--- src/rtl/cl_pairhmm_package.sv ---
// Shared PairHMM result-record types and write-back line geometry constants.
// Records are packed MSB-first so that the id field lands in bits [31:0].
package cl_pairhmm_package;

  localparam int RESULT_RECORD_WIDTH = 192;
  localparam int RESULT_SLOT_WIDTH   = 256;
  localparam int WB_LINE_BYTES       = 64;
  localparam int WB_LINE_WIDTH       = WB_LINE_BYTES * 8;

  typedef struct packed {
    logic [31:0] deletion;
    logic [31:0] insertion;
    logic [31:0] match;
    logic [31:0] tb;
    logic [31:0] ta;
    logic [31:0] id;
  } result_record_t;

  typedef enum logic [1:0] {
    WB_IDLE,
    WB_FILL,
    WB_SEND
  } wb_state_t;

  function automatic logic [RESULT_SLOT_WIDTH-1:0] record_to_slot(input result_record_t rec);
    return {{(RESULT_SLOT_WIDTH - RESULT_RECORD_WIDTH){1'b0}}, rec};
  endfunction

endpackage

--- src/rtl/cl_result_writeback_packer.sv ---
// Packs two 192-bit result records into one 64-byte ring-buffer line; wr_valid_o rises the cycle after the
// completing accept or flush/timeout. While a line waits on wr_ready_i no record is accepted.
module cl_result_writeback_packer
  import cl_pairhmm_package::*;
#(
  parameter int BUF_LINES     = 1024,
  parameter int FLUSH_TIMEOUT = 256
) (
  input  logic                           clock_i,
  input  logic                           reset_i,
  input  logic                           enable_i,
  input  logic                           flush_i,
  input  logic [63:0]                    base_addr_i,
  input  logic                           result_valid_i,
  input  logic [RESULT_RECORD_WIDTH-1:0] result_data_i,
  output logic                           result_ready_o,
  output logic                           wr_valid_o,
  input  logic                           wr_ready_i,
  output logic [63:0]                    wr_addr_o,
  output logic [WB_LINE_WIDTH-1:0]       wr_data_o,
  output logic [WB_LINE_BYTES-1:0]       wr_strb_o,
  output logic [31:0]                    lines_written_o
);

  localparam int IDX_W      = $clog2(BUF_LINES);
  localparam int CNT_W      = $clog2(FLUSH_TIMEOUT + 1);
  localparam int LINE_SHIFT = $clog2(WB_LINE_BYTES);

  wb_state_t                      state;
  logic [IDX_W-1:0]               line_idx;
  logic [CNT_W-1:0]               idle_cnt;
  logic                           accept;
  logic                           timeout_hit;
  result_record_t                 rec_in;
  logic [RESULT_SLOT_WIDTH-1:0]   slot_in;
  logic [63:0]                    line_addr;

  assign result_ready_o = enable_i && (state != WB_SEND) && !reset_i;
  assign accept         = result_valid_i && result_ready_o;
  assign rec_in         = result_record_t'(result_data_i);
  assign slot_in        = record_to_slot(rec_in);
  assign timeout_hit    = (idle_cnt == CNT_W'(FLUSH_TIMEOUT - 1));

  // BUF_LINES is a power of two, so the natural index rollover is the ring wrap.
  assign line_addr = base_addr_i
                   + {{(64 - IDX_W - LINE_SHIFT){1'b0}}, line_idx, {LINE_SHIFT{1'b0}}};

  always_ff @(posedge clock_i) begin
    if (reset_i) begin
      state           <= WB_IDLE;
      wr_valid_o      <= 1'b0;
      wr_data_o       <= '0;
      wr_strb_o       <= '0;
      wr_addr_o       <= '0;
      line_idx        <= '0;
      idle_cnt        <= '0;
      lines_written_o <= '0;
    end else begin
      case (state)
        WB_IDLE: begin
          if (accept) begin
            // Clearing slot1 here makes a later half-line flush carry zeros there.
            wr_data_o <= {{RESULT_SLOT_WIDTH{1'b0}}, slot_in};
            idle_cnt  <= '0;
            state     <= WB_FILL;
          end
        end

        WB_FILL: begin
          if (accept) begin
            wr_data_o[WB_LINE_WIDTH-1:RESULT_SLOT_WIDTH] <= slot_in;
            wr_strb_o  <= '1;
            wr_addr_o  <= line_addr;
            wr_valid_o <= 1'b1;
            idle_cnt   <= '0;
            state      <= WB_SEND;
          end else if (flush_i || timeout_hit) begin
            wr_strb_o  <= {{(WB_LINE_BYTES / 2){1'b0}}, {(WB_LINE_BYTES / 2){1'b1}}};
            wr_addr_o  <= line_addr;
            wr_valid_o <= 1'b1;
            idle_cnt   <= '0;
            state      <= WB_SEND;
          end else begin
            idle_cnt <= idle_cnt + 1'b1;
          end
        end

        WB_SEND: begin
          if (wr_ready_i) begin
            wr_valid_o      <= 1'b0;
            line_idx        <= line_idx + 1'b1;
            lines_written_o <= lines_written_o + 32'd1;
            state           <= WB_IDLE;
          end
        end

        default: state <= WB_IDLE;
      endcase
    end
  end

endmodule

--- config.mk ---
export PLATFORM = sky130hd
export DESIGN_NAME = cl_result_writeback_packer
export DESIGN_NICKNAME = d
export VERILOG_FILES = /design/src/rtl/cl_pairhmm_package.sv /design/src/rtl/cl_result_writeback_packer.sv
export SDC_FILE = /design/constraint.sdc
export NUM_CORES = 1
export LEC_CHECK = 0
export CAP_MARGIN = 25
export CORE_AREA = 4 4 367 369
export CTS_BUF_LIST = sky130_fd_sc_hd__clkbuf_4
export DETAILED_ROUTE_END_ITERATION = 6
export DIE_AREA = 0 0 371 373
export PLACE_DENSITY = 0.43
export SETUP_SLACK_MARGIN = 0.02
export SYNTH_ARGS = -nofsm -noshare
export SYNTH_HDL_FRONTEND = slang
export SYNTH_SLANG_ARGS = --single-unit
--- constraint.sdc ---
create_clock -name clock_i -period 7.8 [get_ports clock_i]
set_input_delay 1.56 -clock clock_i [delete_from_list [all_inputs] [get_ports clock_i]]
set_output_delay 1.56 -clock clock_i [all_outputs]
set_load 0.005 [all_outputs]
Word level (Yosys, flattened, before mapping)
Cells that the tools add are included.
- order comparisons: 0
- $add $sub $neg: 4
- shift operators: 0
- equality and inequality tests: 8
- divide/modulo/power cells: 0
- $mul: 0
- reductions and logical operators: 16
- multiplexer cells: 20
- bitwise gates (word level): 0
- operators with widths (cell ; number):
    512-bit two-way mux ; 1
    256-bit case mux with 2 select lines ; 1
    256-bit two-way mux ; 1
    64-bit two-way mux ; 4
    64-bit by 16-bit adder with 64-bit output ; 1
    32-bit by 1-bit adder with 32-bit output, second input constant ; 1
    9-bit two-way mux ; 3
    9-bit case mux with 2 select lines ; 1
    10-bit by 1-bit adder with 10-bit output, second input constant ; 1
    9-bit by 1-bit adder with 9-bit output, second input constant ; 1
    9-bit by 8-bit equality test with 1-bit output, second input constant ; 1
    3-bit AND reduction ; 3
    2-bit two-way mux ; 4
    2-bit != test, second input constant ; 4
    2-bit AND reduction ; 4
    2-bit case mux with 3 select lines ; 1
    2-bit nonzero test ; 3
    1-bit logical AND ; 3
    1-bit two-way mux ; 3
    3-bit != test, second input constant ; 1
    2-bit by 1-bit equality test with 1-bit output, second input constant ; 1
    2-bit equality test, second input constant ; 1
    2-bit logical NOT ; 1
    1-bit case mux with 2 select lines ; 1
    2 further kinds ; 2
- output and inout port bits: 674
- register bits: 630
- memories: 0
- memory bits (read-only): 0
- input bits: 262
- memory bits (writable): 0
- bits in latches: 0

Longest topological paths before layout
Gate-level depths: netlist (run 1).
- word-level depth: 6
- depth in mapped cells: 12
- mapped depth without buffers: 10

Least setup slack after synthesis (run 1)
OpenSTA, ideal clock, no wires.
- path kind: input to register
- from: input port base_addr_i[6]
- to: register wr_addr_o[28]
- library setup time: 91 ps
- required time: 7709 ps
- cell stages on the path: 10
- slack: 4022 ps
- arrival: 3687 ps
- cell sequence: ha_1 -> inv_1 -> fa_1 -> nand2b_1 -> a21oi_1 -> o211a_1 -> clkbuf_1 -> o21ai_1 -> or3_1 -> a311oi_1
- word-level cells in the longest chain between the ends: 3
- ends and longest elaborated chain (what ; line ; source):
    start, declared ; cl_result_writeback_packer.sv:13 ; input logic [63:0] base_addr_i,
    64-bit by 16-bit adder with 64-bit output (*) ; cl_result_writeback_packer.sv:46 ; + {{(64 - IDX_W - LINE_SHIFT){1'b0}}, line_idx, {LINE_SHIFT{1'b0}}};
    64-bit two-way mux ; cl_result_writeback_packer.sv:77 ; end else if (flush_i || timeout_hit) begin
    64-bit two-way mux (*) ; cl_result_writeback_packer.sv:70 ; if (accept) begin
    end signal, assigned ; cl_result_writeback_packer.sv:73 ; wr_addr_o <= line_addr;
    end signal, assigned ; cl_result_writeback_packer.sv:79 ; wr_addr_o <= line_addr;
    end, declared ; cl_result_writeback_packer.sv:19 ; output logic [63:0] wr_addr_o,
Mark *: on every way between the ends. The rest lies on a longest branch, timed or not. The select of a mux whose other input is x is not followed.
A chain may end at the register's enable or synchronous reset.

Worst setup path after layout (run 1)
- from: input port reset_i
- to: output port result_ready_o
- word-level cells in the longest chain between the ends: 2
- ends and longest elaborated chain (what ; line ; source):
    start, declared ; cl_result_writeback_packer.sv:10 ; input logic reset_i,
    1-bit logical NOT ; cl_result_writeback_packer.sv:38 ; assign result_ready_o = enable_i && (state != WB_SEND) && !reset_i;
    1-bit logical AND ; cl_result_writeback_packer.sv:38 ;
    end, declared ; cl_result_writeback_packer.sv:16 ; output logic result_ready_o,
No other way between the ends.

==> flow_metrics.py, run 1 <==
metrics = {
    "flow_run": {
        "maxCapViolations": 0,
    },
    "synth": {
        "synth_most_common_cell": "nand2_1",
        "syn-cell-area_um2": 21200,
        "syn_inst": 2671,
        "synthTopCellsByArea": "dfxtp_1, nand2_1, a21oi_1",
        "synth.distinct_cells": 65,
        "synth_edf_count": 0,
        "ys.flop_type": "dfxtp_1",
        "yosys_warnings": 0,
        "synth_commonest_cells": "nand2_1, dfxtp_1, a21oi_1, nand3_1, buf_4",
        "ys_seq_elements": 504,
        "yosysTopAreaCell": "dfxtp_1",
        "ys_async_sr_fraction_pct": 0,
        "yosysTopAreaCellShare_pct": 47.6,
        "ys_seq_area_share_pct": 47.6,
        "syn_area_per_cell_um2": 7.94,
    },
    "critical_path": {
        "criticalPathCategory": "in2out",
        "startpoint_type": "input pin",
        "reg2reg_slack_ns": 4.63,
        "arrival_ns": 2.94,
        "crit_start": "reset_i",
        "cp_max_fo": 103,
        "timing.rr.start": "line_idx[0]",
        "worst_ep_required_time_ns": 6.24,
        "worst_setup_path_end_kind": "output pin",
    },
    "layout": {
        "fin_nets": 3688,
        "area_growth_pct": 51.3,
        "layout-drive-gt1-share_pct": 8.25,
    },
    "die": {
        "core_area_um2": 131000,
        "dieArea_um2": 138000,
        "die_x_um": 371,
        "fp.dieH_um": 373,
        "num_rows": 133,
        "io_pins": 936,
        "start_util_pct": 16.2,
    },
    "drt": {
        "wl_per_cell_um": 19.0,
        "ant_nets": 0,
        "drtPass1Iterations": 5,
        "drc": 0,
        "vias": 21431,
        "vias_per_cell": 4.06,
        "totalWireLength_um": 100000,
        "drt_iter0_markers": 1233,
    },
    "power_and_ir_drop": {
        "p_leak_nw": 10.7,
        "p_per_area_nw_per_um2": 181,
        "ir_drop_uv": 121,
    },
    "sta": {
        "slew_violations": 0,
        "fmax_mhz": 222,
        "hold_viol_final": 0,
        "fin_worst_skew_ns": 0.0858,
        "hold_ws_ns": 0.446,
        "timing.setup.tns_ns": 0,
        "tightestPinTransition_ns": 1.10,
        "setup_viol_count_final": 0,
        "rsz0062_at_grt": "false",
        "post-route-min-period_ns": 4.50,
        "maxSlewHeadroom_pct": 26.7,
        "fin_crit_sh_pct": 57.7,
    },
    "placed_design": {
        "place_hpwl_um": 71200,
        "place.port_buffers": 807,
        "gp_congestion": 0.817,
    },
    "cts": {
        "path_clk_slew_ns": 0.05,
        "post_cts_buffers": 0,
        "htreeDepth": 4,
        "cts.sinks": 504,
        "cts_made_buffers": 157,
        "cts_tree": "built",
        "post_cts_resized": 0,
        "ctsRootBufferMaster": "clkbuf_4",
        "clock_latency_ns": 1.10,
        "hold_buffers": 0,
        "clockBufferDepth": 3,
    },
    "outcome": {
        "status": "completed",
    },
    "global_route": {
        "grt_overflow": 0,
        "grt_pass1_vias": 20608,
        "antenna_found_initial": 17,
        "grt_usage_pct": 13.8,
        "grt_max_degree": 172,
        "grt_first_pass_wirelength_um": 143000,
    },
    "hold_path": {
        "min_from": "wr_data_o[387]",
        "min_path_type": "reg2reg",
    },
}
==> cells by family (layout without fill, tap and decap cells) <==
logic type	count (synthesis)	in the layout	share of synthesized area [%]
xor+xnor	56	56	2.31
flops	504	504	47.6
buf+inv	403	1110	10.6
compound gates	568	568	15.1
other cells	1	145	0.0177
simple gates	1122	1122	23.4
fa+ha+maj	15	15	0.920
mux	2	2	0.0944
==> registers in the layout, summed over array words and instances (netlist names) <==
signal           count
line_idx            10
wr_data_o          384
wr_strb_o            2
idle_cnt             9
state                2
wr_valid_o           1
wr_addr_o           64
lines_written_o     32
==> worst max-delay path, stage by stage <==
cell	delay (ns)
buf_8	0.51
inv_1	0.11
and3_1	0.26
clkdlybuf4s50_1	0.48
==> layout by cell type, fill, tap and decap left out, drive strengths merged, types with 6 or more instances in the layout <==
cell type        n
a2111oi         10
a211oi          12
a21o             7
a21oi          432
a311oi          19
and2             7
and3            17
and4            11
buf             28
clkbuf         216
clkdlybuf4s50  806
clkinv          25
conb           128
dfxtp          504
diode           17
ha              14
inv             32
nand2          638
nand3          252
nand4           32
nor2            94
nor3            12
nor4             8
o2111ai          9
o21ai           38
or3             23
or4              6
xnor2           23
xor2            33
==> report_power, final <==
group / leakage [nW] / internal [mW] / switching, mW
logic: 5.49 / 0.256 / 0.304
registers: 4.07 / 2.62 / 0.0293
clock network: 1.11 / 1.31 / 1.29
total: 10.7 / 4.19 / 1.62
==> worst paths after layout <==
kind | to | cells after the start
worst min register to register | wr_data_o[387] | 2
worst max-delay path | result_ready_o | 4
worst min-delay path | wr_data_o[387] | 2
worst max register to register | wr_addr_o[28] | 9
==> through the flow <==
stage	instances	util, %	total power, mW	instance area, µm²	setup slack (ns)
6_report	5277	24.5	5.81	32100	3.30
3_3_place_gp	5003	23.0	3.27	30100	2.99
4_1_cts	5256	24.4	5.98	32000	3.24
5_1_grt	5274	24.5	6.16	32100	3.18
3_5_place_dp	5003	23.0	3.27	30100	3.00
2_1_floorplan	2798	-	2.94	21700	4.02
==> cell type report <==
| type | count | area, µm² |
|---|---|---|
| repair buffers | 834 | 8440 |
| fillers | 14497 | 99000 |
| multi-input cells | 1891 | 9390 |
| flip-flops and latches | 504 | 10100 |
| inverters | 23 | 86.3 |
| well taps | 1755 | 2200 |
| clock buffers | 216 | 1620 |
| clock inverters | 37 | 239 |
| diodes | 17 | 42.5 |
==> layer usage <==
layer | routed length [µm] | vias to the layer above | share of wire [%] | track usage, %
met5 | 36 | - | 0.036 | 0
met4 | 2810 | 6 | 2.8 | 5.51
met3 | 10600 | 159 | 11 | 6.14
met2 | 47200 | 860 | 47 | 22.5
met1 | 39800 | 10050 | 40 | 15.8
li1 | - | 10356 | - | -
(Power assumes the default switching activity.)
==> inputs of run 2 (changes only) <==
--- a/config.mk
+++ b/config.mk
@@ -6,11 +6,11 @@
 export NUM_CORES = 1
 export LEC_CHECK = 0
 export CAP_MARGIN = 25
-export CORE_AREA = 4 4 367 369
+export CORE_AREA = 4 4 358 360
 export CTS_BUF_LIST = sky130_fd_sc_hd__clkbuf_4
 export DETAILED_ROUTE_END_ITERATION = 6
-export DIE_AREA = 0 0 371 373
-export PLACE_DENSITY = 0.43
+export DIE_AREA = 0 0 362 364
+export PLACE_DENSITY = 0.44
 export SETUP_SLACK_MARGIN = 0.02
 export SYNTH_ARGS = -nofsm -noshare
 export SYNTH_HDL_FRONTEND = slang
==> constraint.sdc (replaced) <==
create_clock -name clock_i -period 4.6 [get_ports clock_i]
set_input_delay 0.92 -clock clock_i [delete_from_list [all_inputs] [get_ports clock_i]]
set_output_delay 0.92 -clock clock_i [all_outputs]
set_load 0.005 [all_outputs]
==> run 2 against run 1 <==
  * Register-to-register slack got worse by 3.3 ns
  * Setup slack lost 2.2 ns
  * Cell count shrank 1.8%
  * Largest power group unchanged
  * Clock power is 66% higher
==> flow_metrics.py, run 2 (synthesis gave the netlist of run 1 again) <==
metrics = {
    "outcome": {
        "status": "completed",
    },
    "cts": {
        "post_cts_buffers": 0,
        "ctsRootBufferMaster": "clkbuf_4",
        "cts_tree": "built",
        "cts_made_buffers": 155,
        "clock_latency_ns": 1.01,
        "clockBufferDepth": 3,
        "path_clk_slew_ns": 0.06,
        "hold_buffers": 0,
        "post_cts_resized": 0,
        "cts.sinks": 504,
        "htreeDepth": 4,
    },
    "sta": {
        "maxSlewHeadroom_pct": 35.7,
        "tightestPinTransition_ns": 0.941,
        "setup_viol_count_final": 0,
        "fmax_mhz": 287,
        "hold_ws_ns": 0.287,
        "fin_crit_sh_pct": 75.8,
        "slew_violations": 0,
        "post-route-min-period_ns": 3.49,
        "fin_worst_skew_ns": 0.0399,
        "timing.setup.tns_ns": 0,
        "hold_viol_final": 0,
        "rsz0062_at_grt": "false",
    },
    "critical_path": {
        "worst_ep_required_time_ns": 3.68,
        "crit_chain": "clkdlybuf4s50_1",
        "startpoint_type": "register",
        "critPathTopFamily": "flip-flops",
        "critPathBufInv": 1,
        "worst_setup_path_end_kind": "output pin",
        "cpPeakStageDelay_ns": 0.94,
        "cp_max_fo": 33,
        "arrival_ns": 2.57,
        "slowest_stage": "dfxtp_1",
        "criticalPathCategory": "reg2out",
    },
    "drt": {
        "drtPass1Iterations": 7,
        "totalWireLength_um": 98800,
        "wl_per_cell_um": 19.1,
        "drt_iter0_markers": 1230,
        "vias": 21269,
        "ant_nets": 0,
        "drc": 0,
        "vias_per_cell": 4.11,
    },
    "layout": {
        "area_growth_pct": 51.5,
        "fillers": 13742,
        "top_regs": "wr_data_o: 384 flops, wr_addr_o: 64 flops, lines_written_o: 32 flops",
        "fin_nets": 3705,
        "fin_util_pct": 25.7,
        "top_register": "wr_data_o",
        "stdcell_count": 5181,
        "layout-drive-gt1-share_pct": 8.56,
        "final_cell_mix": "clkdlybuf4s50_1, nand2_1, dfxtp_1",
        "largest_reg_flops": 384,
        "layout_commonest_cell": "clkdlybuf4s50_1",
    },
    "power_and_ir_drop": {
        "ir_drop_uv": 186,
        "p_leak_nw": 10.8,
        "p_per_area_nw_per_um2": 304,
    },
    "die": {
        "num_rows": 130,
        "core_area_um2": 125000,
        "io_pins": 936,
        "start_util_pct": 17.0,
        "fp.dieH_um": 364,
        "die_x_um": 362,
        "dieArea_um2": 132000,
    },
    "global_route": {
        "grt_overflow": 0,
        "grt_first_pass_wirelength_um": 141000,
        "grt_pass1_vias": 20679,
        "grt_max_degree": 164,
        "antenna_found_initial": 14,
        "grt_usage_pct": 14.2,
    },
    "placed_design": {
        "gp_congestion": 0.831,
        "place_hpwl_um": 72100,
        "post-place-cells": 4921,
        "place.port_buffers": 807,
    },
    "flow_run": {
        "maxCapViolations": 0,
    },
    "hold_path": {
        "min_path_type": "in2reg",
    },
}
run 2: cell count changes in the layout (fill, tap and decap cells not counted):
| cell | delta |
|---|---|
| buf_16 | -2 |
| inv_8 | -2 |
| bufinv_16 | +2 |
| clkinv_2 | -3 |
| buf_4 | +12 |
| diode_2 | -1 |
| clkinv_1 | -2 |
| clkinv_4 | -1 |
| inv_2 | +2 |
| inv_6 | -4 |
| buf_12 | +9 |
| clkinv_8 | -1 |
run 2: area by class of cell:
class	count	area, µm²	area share (%)
diodes	16	40.0	0.125
well taps	1650	2060	6.42
inverters	23	86.3	0.268
clock buffers	216	1620	5.04
flip-flops and latches	504	10100	31.4
clock inverters	28	201	0.626
repair buffers	853	8650	26.9
multi-input cells	1891	9390	29.2
run 2: metal layers:
layer / global-route usage [%] / wire length [µm] / share of wire [%]
met1: 16.7 / 40500 / 41
met5: 0 / 29 / 0.029
met3: 5.29 / 8140 / 8.2
met4: 4.92 / 2210 / 2.2
met2: 23.7 / 48000 / 49
run 2: final timing paths:
| kind | from | to | slack (ns) | cells past startpoint |
|---|---|---|---|---|
| min | reset_i | wr_strb_o[62] | 0.29 | 2 |
| max reg2reg | line_idx[0] | wr_addr_o[26] | 1.35 | 9 |
| min reg2reg | wr_data_o[354] | wr_data_o[354] | 0.45 | 2 |
| max | wr_strb_o[31] | wr_strb_o[10] | 1.11 | 1 |
run 2: stage by stage:
step	worst slack (ns)	cell area, µm²	power [mW]
after global routing	0.715	32100	10.3
after CTS	0.828	32100	10.0
after detailed placement	0.534	30300	5.56
after global placement	0.569	30300	5.57
after floorplan	1.46	21700	4.99
final	1.11	32200	9.78
run 2: power by group:
group | switching [mW] | internal (mW)
Combinational | 0.523 | 0.447
Clock | 2.02 | 2.30
Sequential | 0.0473 | 4.44
Total | 2.59 | 7.19
==> inputs of run 3 (changes only) <==
==> constraint.sdc (replaced) <==
create_clock -name clock_i -period 3.6 [get_ports clock_i]
set_input_delay 0.72 -clock clock_i [delete_from_list [all_inputs] [get_ports clock_i]]
set_output_delay 0.72 -clock clock_i [all_outputs]
set_load 0.005 [all_outputs]
==> run 3 against run 2 <==
  * Utilization rose by 0.27 points
  * Hold slack lost 0.037 ns
  * Design area rose by 1.0%
  * Sequential cell count unchanged
  * Clock-buffer cell count is the same
  * Setup slack got worse by 0.81 ns
  * Combinational power is 30% higher
  * Sequential power is 28% higher
  * Critical path type unchanged
  * Critical endpoint is now result_ready_o
==> flow_metrics.py, run 3 (synthesis gave the netlist of run 1 again) <==
metrics = {
    "outcome": {
        "status": "completed",
    },
    "layout": {
        "design_area_um2": 32500,
        "top_regs": "wr_data_o: 384 flops, wr_addr_o: 64 flops, lines_written_o: 32 flops",
        "largest_reg_flops": 384,
        "fin_nets": 3746,
        "fin_util_pct": 26.0,
        "final_cell_mix": "clkdlybuf4s50_1, nand2_1, dfxtp_1",
        "layout-drive-gt1-share_pct": 9.71,
        "area_growth_pct": 53.1,
        "top_register": "wr_data_o",
        "fillers": 13817,
        "layout_commonest_cell": "clkdlybuf4s50_1",
        "stdcell_count": 5232,
    },
    "cts": {
        "cts.sinks": 504,
        "cts_tree": "built",
        "ctsRootBufferMaster": "clkbuf_4",
        "clock_latency_ns": 1.01,
        "cts_made_buffers": 156,
        "clockBufferDepth": 3,
        "htreeDepth": 4,
        "path_clk_slew_ns": 0.06,
    },
    "placed_design": {
        "gp_congestion": 0.850,
        "post-place-cells": 4956,
        "place.port_buffers": 807,
        "placed_area_um2": 30500,
        "place_hpwl_um": 73100,
    },
    "drt": {
        "drt_iter0_markers": 1348,
        "vias_per_cell": 4.12,
        "drc": 0,
        "drtPass1Iterations": 5,
        "ant_nets": 0,
        "totalWireLength_um": 101000,
        "wl_per_cell_um": 19.3,
        "vias": 21568,
    },
    "global_route": {
        "grt_overflow": 0,
        "grt_first_pass_wirelength_um": 142000,
        "grt_pass1_vias": 21019,
        "grt_usage_pct": 14.4,
        "grt_max_degree": 171,
        "antenna_found_initial": 10,
    },
    "sta": {
        "fin_crit_sh_pct": 91.7,
        "rsz0062_at_grt": "false",
        "maxSlewHeadroom_pct": 27.0,
        "fmax_mhz": 303,
        "timing.setup.tns_ns": 0,
        "hold_ws_ns": 0.250,
        "setup_viol_count_final": 0,
        "post-route-min-period_ns": 3.30,
        "fin_worst_skew_ns": 0.0601,
        "tightestPinTransition_ns": 1.09,
        "slew_violations": 0,
        "hold_viol_final": 0,
    },
    "power_and_ir_drop": {
        "p_leak_nw": 11.0,
        "comb_power_share_pct": 9.9,
        "ir_drop_uv": 270,
        "p_per_area_nw_per_um2": 392,
        "p_sw_share_pct": 27.0,
        "clkPwrFrac_pct": 45.1,
        "power_switching_mw": 3.45,
        "power.share.sequential_pct": 45.0,
        "internal_power_mw": 9.30,
    },
    "critical_path": {
        "startpoint_type": "register",
        "worst_setup_path_end_kind": "output pin",
        "arrival_ns": 2.58,
        "cp_max_fo": 11,
        "worst_ep_required_time_ns": 2.88,
        "criticalPathCategory": "reg2out",
    },
    "flow_run": {
        "maxCapViolations": 0,
    },
    "hold_path": {
        "min_path_type": "in2reg",
    },
    "die": {
        "die_x_um": 362,
        "start_util_pct": 17.0,
        "num_rows": 130,
        "core_area_um2": 125000,
        "io_pins": 936,
        "fp.dieH_um": 364,
        "dieArea_um2": 132000,
    },
}
## run 3: worst paths after layout
check        slack [ns]  cells after the start              start        endpoint
min reg2reg        0.45                      2     wr_data_o[425]  wr_data_o[425]
max                0.30                      3           state[1]  result_ready_o
max reg2reg        0.67                      7           state[1]  wr_data_o[436]
min                0.25                      3  result_data_i[74]   wr_data_o[74]
## run 3: timing repair
| item | CTS | global route |
|---|---|---|
| gates resized for setup | 2 | 0 |
| hold endpoints to repair | 15 | 0 |
| endpoints found under the setup margin | 35 | 1 |
| hold buffers | 1 | 0 |
| buffers inserted | 1 | 3 |
## run 3: metal layers
layer,up-vias,GRT usage (%),share of wire [%]
met2,827,24.1,48
met4,0,4.81,2.4
li1,10449,-,-
met5,-,0,0
met1,10153,16.8,41
met3,139,5.70,8.7
## run 3: final cells by class
cell class	count	area [µm²]	share of cell area, %
multi-input cells	1891	9390	28.9
flip-flops and latches	504	10100	31.1
repair buffers	893	8890	27.4
well taps	1650	2060	6.35
inverters	23	86.3	0.266
clock buffers	216	1620	4.99
clock inverters	45	309	0.951
diodes	10	25.0	0.0770
## run 3: per-stage QoR
stage | worst slack (ns) | total power [mW]
4_1_cts | 0.00814 | 13.0
3_5_place_dp | 0.000622 | 7.12
5_1_grt | 0.0503 | 13.4
3_3_place_gp | 0.000575 | 7.12
6_report | 0.301 | 12.7
2_1_floorplan | 0.662 | 6.38
## run 3: worst max-delay path: stages, from the launching register on
cell and delay [ns]:
dfxtp_1 0.60, nand2b_1 0.17, and3_1 0.29, clkdlybuf4s50_1 0.50
## run 3: power groups by stage
stage          Clock (mW)  Combinational (mW)  Sequential [mW]
2_1_floorplan           0               0.521             5.86
3_3_place_gp            0                1.26             5.86
3_5_place_dp            0                1.25             5.86
4_1_cts              6.03                1.26             5.74
5_1_grt              6.32                1.35             5.74
6_report             5.75                1.26             5.74
